--- src/rtl/itof_pkg.sv ---
// Shared types and constants for the integer-to-float converter.
// float32_t and FLOAT_BIAS are intended for reuse by ftoi.
package itof_pkg;
  localparam int FLOAT_BIAS = 127;
  localparam int EXP_W      = 8;
  localparam int MANT_W     = 23;

  // Exponent of a value whose leading one sits at bit 31.
  localparam logic [EXP_W-1:0] EXP_TOP = 8'(FLOAT_BIAS + 31);

  typedef struct packed {
    logic              sign;
    logic [EXP_W-1:0]  exp;
    logic [MANT_W-1:0] mant;
  } float32_t;

  typedef struct packed {
    logic        sign;
    logic        zero;
    logic [31:0] mag;
  } s1_t;

  typedef struct packed {
    logic             sign;
    logic             zero;
    logic [EXP_W-1:0] e;
    logic [31:0]      norm;
  } s2_t;
endpackage

--- src/rtl/itof_lzc32.sv ---
// Combinational 32-bit leading-zero counter, binary-halving tree.
// Returns 32 for an all-zero input.
module lzc32 (
  input  logic [31:0] a,
  output logic [5:0]  out
);
  logic [15:0] v16;
  logic [7:0]  v8;
  logic [3:0]  v4;
  logic [1:0]  v2;
  logic        z16, z8, z4, z2, z1;

  assign z16 = ~|a[31:16];
  assign v16 = z16 ? a[15:0] : a[31:16];
  assign z8  = ~|v16[15:8];
  assign v8  = z8 ? v16[7:0] : v16[15:8];
  assign z4  = ~|v8[7:4];
  assign v4  = z4 ? v8[3:0] : v8[7:4];
  assign z2  = ~|v4[3:2];
  assign v2  = z2 ? v4[1:0] : v4[3:2];
  assign z1  = ~v2[1];

  assign out = (a == 32'd0) ? 6'd32 : {1'b0, z16, z8, z4, z2, z1};
endmodule

--- src/rtl/itof.sv ---
// Three-stage signed int32 to IEEE-754 single converter with elastic
// valid/ready flow control on every stage.
module itof
  import itof_pkg::*;
#(
  parameter int NSTAGE    = 3,
  parameter bit ROUND_RNE = 1'b1
) (
  input  logic        clk,
  input  logic        rst,
  input  logic        in_valid,
  output logic        in_ready,
  input  logic [31:0] x,
  output logic        out_valid,
  input  logic        out_ready,
  output logic [31:0] y
);
  if (NSTAGE != 3) begin : g_bad_nstage
    $error("itof: NSTAGE must be 3");
  end

  logic     v1, v2, v3;
  logic     load2, load3, adv1, adv2;
  s1_t      s1, s1_d;
  s2_t      s2, s2_d;
  float32_t y_r, y_d;
  logic [5:0] lz;

  // Each stage loads when empty or when its successor takes its content.
  assign load3    = !v3 || out_ready;
  assign adv2     = v2 && load3;
  assign load2    = !v2 || adv2;
  assign adv1     = v1 && load2;
  assign in_ready = !v1 || adv1;

  always_comb begin
    s1_d.sign = x[31];
    s1_d.zero = (x == 32'd0);
    s1_d.mag  = x[31] ? (~x + 32'd1) : x;
  end

  lzc32 u_lzc (
    .a   (s1.mag),
    .out (lz)
  );

  always_comb begin
    s2_d.sign = s1.sign;
    s2_d.zero = s1.zero;
    s2_d.e    = EXP_TOP - {2'b00, lz};
    s2_d.norm = s1.mag << lz;
  end

  logic [MANT_W:0]   sig;
  logic [MANT_W+1:0] sig_sum;
  logic              guard, sticky, rup, carry;

  always_comb begin
    sig     = s2.norm[31:8];
    guard   = s2.norm[7];
    sticky  = |s2.norm[6:0];
    rup     = ROUND_RNE && guard && (sticky || sig[0]);
    sig_sum = {1'b0, sig} + {{(MANT_W+1){1'b0}}, rup};
    // A carry out of the significand renormalises by one place.
    carry   = sig_sum[MANT_W+1];
    y_d     = '0;
    if (!s2.zero) begin
      y_d.sign = s2.sign;
      y_d.exp  = s2.e + {{(EXP_W-1){1'b0}}, carry};
      y_d.mant = carry ? sig_sum[MANT_W:1] : sig_sum[MANT_W-1:0];
    end
  end

  always_ff @(posedge clk or posedge rst) begin
    if (rst) begin
      v1  <= 1'b0;
      v2  <= 1'b0;
      v3  <= 1'b0;
      s1  <= '0;
      s2  <= '0;
      y_r <= '0;
    end else begin
      if (in_ready) v1 <= in_valid;
      if (in_valid && in_ready) s1 <= s1_d;
      if (load2) v2 <= v1;
      if (adv1) s2 <= s2_d;
      if (load3) v3 <= v2;
      if (adv2) y_r <= y_d;
    end
  end

  assign out_valid = v3;
  assign y         = y_r;
endmodule

--- config.mk ---
export PLATFORM = sky130hd
export DESIGN_NAME = itof
export DESIGN_NICKNAME = d
export VERILOG_FILES = /design/src/rtl/itof_pkg.sv /design/src/rtl/itof_lzc32.sv /design/src/rtl/itof.sv
export SDC_FILE = /design/constraint.sdc
export NUM_CORES = 1
export LEC_CHECK = 0
export CELL_PAD_IN_SITES_DETAIL_PLACEMENT = 0
export CELL_PAD_IN_SITES_GLOBAL_PLACEMENT = 1
export CORE_MARGIN = 5
export CORE_UTILIZATION = 45
export DETAILED_ROUTE_END_ITERATION = 8
export MAX_ROUTING_LAYER = met4
export PLACE_DENSITY = 0.9
export SYNTH_ARGS = -nofsm -noshare
export SYNTH_HDL_FRONTEND = slang
export SYNTH_HIERARCHICAL = 1
export SYNTH_SLANG_ARGS = --single-unit
--- constraint.sdc ---
create_clock -name clk -period 5.49 [get_ports clk]
set_clock_uncertainty 0.2 [all_clocks]
set_input_delay 1.098 -clock clk [delete_from_list [all_inputs] [get_ports clk]]
set_output_delay 1.098 -clock clk [all_outputs]
set_load 0.03 [all_outputs]
==> impl_metrics.tcl, run 1 <==
set metrics [dict create \
    outcome "finished, final reports clean" \
    max-cap-violations 0 \
    use_met2 0.351 \
    cp_top_family "compound AO/OA/AOI/OAI gates" \
    grt.busiest_layer "met2" \
    end_kind "flip-flop" \
    cts.htree.levels 3 \
    holdBufCountCts 0 \
    final-max-slew-violation-count 0 \
    powerDensity_nw_per_um2 438 \
    finalCriticalPeriod_ns 4.69 \
    ys_ff_latch 111 \
    cts_tree "done" \
    regArea_um2 2780 \
    worst_pin_slew_ns 1.15 \
    worst_path_max_delay_cell "o211a_2" \
    std_cell_rows 47 \
    fin_util 0.525 \
    synthCells 799 \
    place.gp.congestion 0.974 \
    cts_resized 0 \
    dr.pass1.iters 5 \
    clock_latency_ns 0.37 \
    path_cells "nor4_2 > and3_1 > a41o_2 > a21oi_2 > a211o_1 > a221oi_2 > o211a_2 > buf_4 > mux2i_1 > a22o_1 > a221o_1 > mux2_2 > o221ai_1" \
    postCtsSetupRepairBufs 0 \
    synth_area_leaders "dfrtp_1 (37%), nand2_1 (6.0%), o21ai_0 (5.1%)" \
    whs_path_depth 2 \
    drt-initial-drc-count 489 \
    cellLeakagePower_nw 3.57 \
    die_area_um2 19300 \
    avgSynthCellArea_um2 9.35 \
    synth_area_um2 7470 \
    routed_wirelength_um 20600 \
    fin_setup_tns_ns 0 \
    die_w_um 139 \
    irDropWorstVdd_v 0.000212 \
    rsz0062_at_grt "false" \
    synth_area_leader_cell "dfrtp_1" \
    syn_nets 840 \
    nFillCells 1536 \
    clk_pin_slew_ns 0.08 \
    crit_arrival_ns 4.75 \
    drc 0 \
    grt_max_degree 68 \
    use_met1 0.287 \
    fin_hold_ws_ns 0.279 \
    drive_above_1_share 0.120 \
    seq_area_frac_synth 0.372 \
    path_max_fanout 31 \
    yosysTopAreaCellShare 0.372 \
    coreArea_um2 16400 \
    clock_path_buffers 2 \
    die_h_um 139 \
    synth_edf_count 0 \
    synth-warning-count 6 \
    path_class "reg2reg" \
    setup_viol 0 \
    cp_data_required_time_ns 5.55 \
    cts_made_buffers 9 \
    timing.final.crit_share 0.853 \
    grt_use_total 0.222 \
    io_buffer_count 69 \
    syn2layout_area_growth_pct 15.3 \
    r2r_cells 13 \
    clock_sinks 111 \
    synth.distinct_cells 82 \
    vias 6375 \
    multi_input_area_um2 4420 \
    start_kind "flip-flop" \
    slew-limit-headroom 0.231 \
    cts-root-buf "clkbuf_16" \
    via_per_inst 5.93 \
    synth-main-ff-cell "dfrtp_1" \
    hp-class "reg2reg" \
    hold_viol_final 0 \
    num_io_pins 70 \
    grt_overflow 0 \
    critical_path_depth 13 \
    cp_slowest_stage_delay_ns 0.78 \
    nets 891 \
    worst-path-buf-inv 1 \
    grt.met3_usage 0.0307 \
    fmax_mhz 213 \
    grt_pass1_vias 6192 \
    diodes 0 \
    grt_pass1_wl_um 33800 \
    routedWlPerCell_um 19.1 \
    async_reset_ff_frac 1.00 \
    postRouteAntennaNets 0 \
    place_hpwl_um 15800 \
    antenna_found_initial 0 \
    start_util 0.455 \
]
[through the flow]
| step | cell area, um2 | setup WS [ns] | cells | total power, mW |
|---|---|---|---|---|
| global placement | 8310 | 0.927 | 1059 | 3.06 |
| detailed placement | 8310 | 0.882 | 1059 | 3.08 |
| CTS | 8610 | 0.857 | 1075 | 3.77 |
| global route | 8610 | 0.516 | 1075 | 3.99 |
| floorplan | 7470 | 1.26 | 799 | 2.52 |
| finish | 8610 | 0.805 | 1075 | 3.77 |
[cell usage in the layout, fill, tap and decap left out, types with 8 or more instances in the layout]
cell type	netlist	final
xor2_1	43	43
a21oi_1	11	11
mux2_2	24	24
o31ai_1	13	13
nand2_1	120	119
o22ai_1	8	8
mux2i_1	35	35
xnor2_1	13	13
and3_1	9	9
nor2_1	50	50
clkbuf_16	0	9
nand2b_1	10	10
dfrtp_1	111	111
inv_1	10	9
buf_4	0	13
a22o_1	14	14
clkdlybuf4s50_1	0	69
mux4_2	9	9
nand3_1	24	24
nor3_1	15	14
o21ai_1	16	16
o21ai_0	76	76
[report_power, final]
group	leakage [nW]	switching [mW]	internal [mW]	total (mW)
clock network	0.146	0.329	0.362	0.691
logic	2.04	0.951	0.743	1.69
registers	1.38	0.308	1.08	1.39
[per-layer routing]
| layer | up-vias | routed length (um) |
|---|---|---|
| met1 | 3008 | 9130 |
| li1 | 3080 | - |
| met5 | - | 0 |
| met2 | 226 | 9520 |
| met3 | 61 | 1170 |
| met4 | 0 | 757 |
[sequential cells by signal (all words and copies together) (netlist names)]
name	flops
guard	1
out_valid	1
s1	34
s2	41
v1	1
v2	1
y	32
[Yosys cell counts (all sizes together), types with 8 or more instances]
| master | count |
|---|---|
| nand2 | 121 |
| dfrtp | 111 |
| o21ai | 93 |
| nor2 | 51 |
| xor2 | 43 |
| mux2i | 36 |
| mux2 | 29 |
| nand3 | 26 |
| buf | 24 |
| clkbuf | 18 |
| nor3 | 16 |
| o31ai | 15 |
| a22o | 14 |
| a21oi | 13 |
| xnor2 | 13 |
| inv | 12 |
| nand4 | 11 |
| mux4 | 10 |
| nand2b | 10 |
| and3 | 9 |
| nor4 | 9 |
| o22ai | 8 |
[kinds of logic (layout without fill, tap and decap cells)]
family	Yosys count	after routing	share of synthesized area
AND/OR/NAND/NOR	283	283	0.192
AO/OA/AOI/OAI	214	214	0.200
flip-flops	111	111	0.372
multiplexers	75	75	0.124
XOR/XNOR	56	56	0.0657
buffers and inverters	55	111	0.0379
adder cells (fa/ha/maj)	5	5	0.00838
[cell type report]
| cell class | instances | share of cell area |
|---|---|---|
| Multi-Input combinational cell | 633 | 0.513 |
| Inverter | 13 | 0.00596 |
| Clock inverter | 6 | 0.00872 |
| Tap cell | 220 | 0.0320 |
| Clock buffer | 10 | 0.0266 |
| Timing Repair Buffer | 82 | 0.0915 |
| Sequential cell | 111 | 0.323 |
[path summary, 6_finish.rpt]
path | startpoint | end | slack, ns
setup / recovery | s1[17] | s2[21] | 0.80
hold / removal | y[19] | y[19] | 0.28
setup reg to reg | s1[17] | s2[21] | 0.80
hold reg to reg | y[19] | y[19] | 0.28
max in group asynchronous | rst | y[6] | 3.21
min in group asynchronous | rst | s1[33] | 0.89
[tightest hold or removal path: stages, from the launching register on]
cell and delay (ns):
dfrtp_1 0.34, nand2_1 0.04, o21ai_0 0.06
Note: power is estimated with default switching activity, not from simulation.
==> run 2: changes to the inputs <==
--- a/config.mk
+++ b/config.mk
@@ -9,6 +9,7 @@
 export CELL_PAD_IN_SITES_GLOBAL_PLACEMENT = 1
 export CORE_MARGIN = 5
 export CORE_UTILIZATION = 45
+export CTS_CLUSTER_DIAMETER = 100
 export DETAILED_ROUTE_END_ITERATION = 8
 export MAX_ROUTING_LAYER = met4
 export PLACE_DENSITY = 0.9
==> results of run 2 <==
No change in the layout: final DEF, timing and power equal those of run 1.
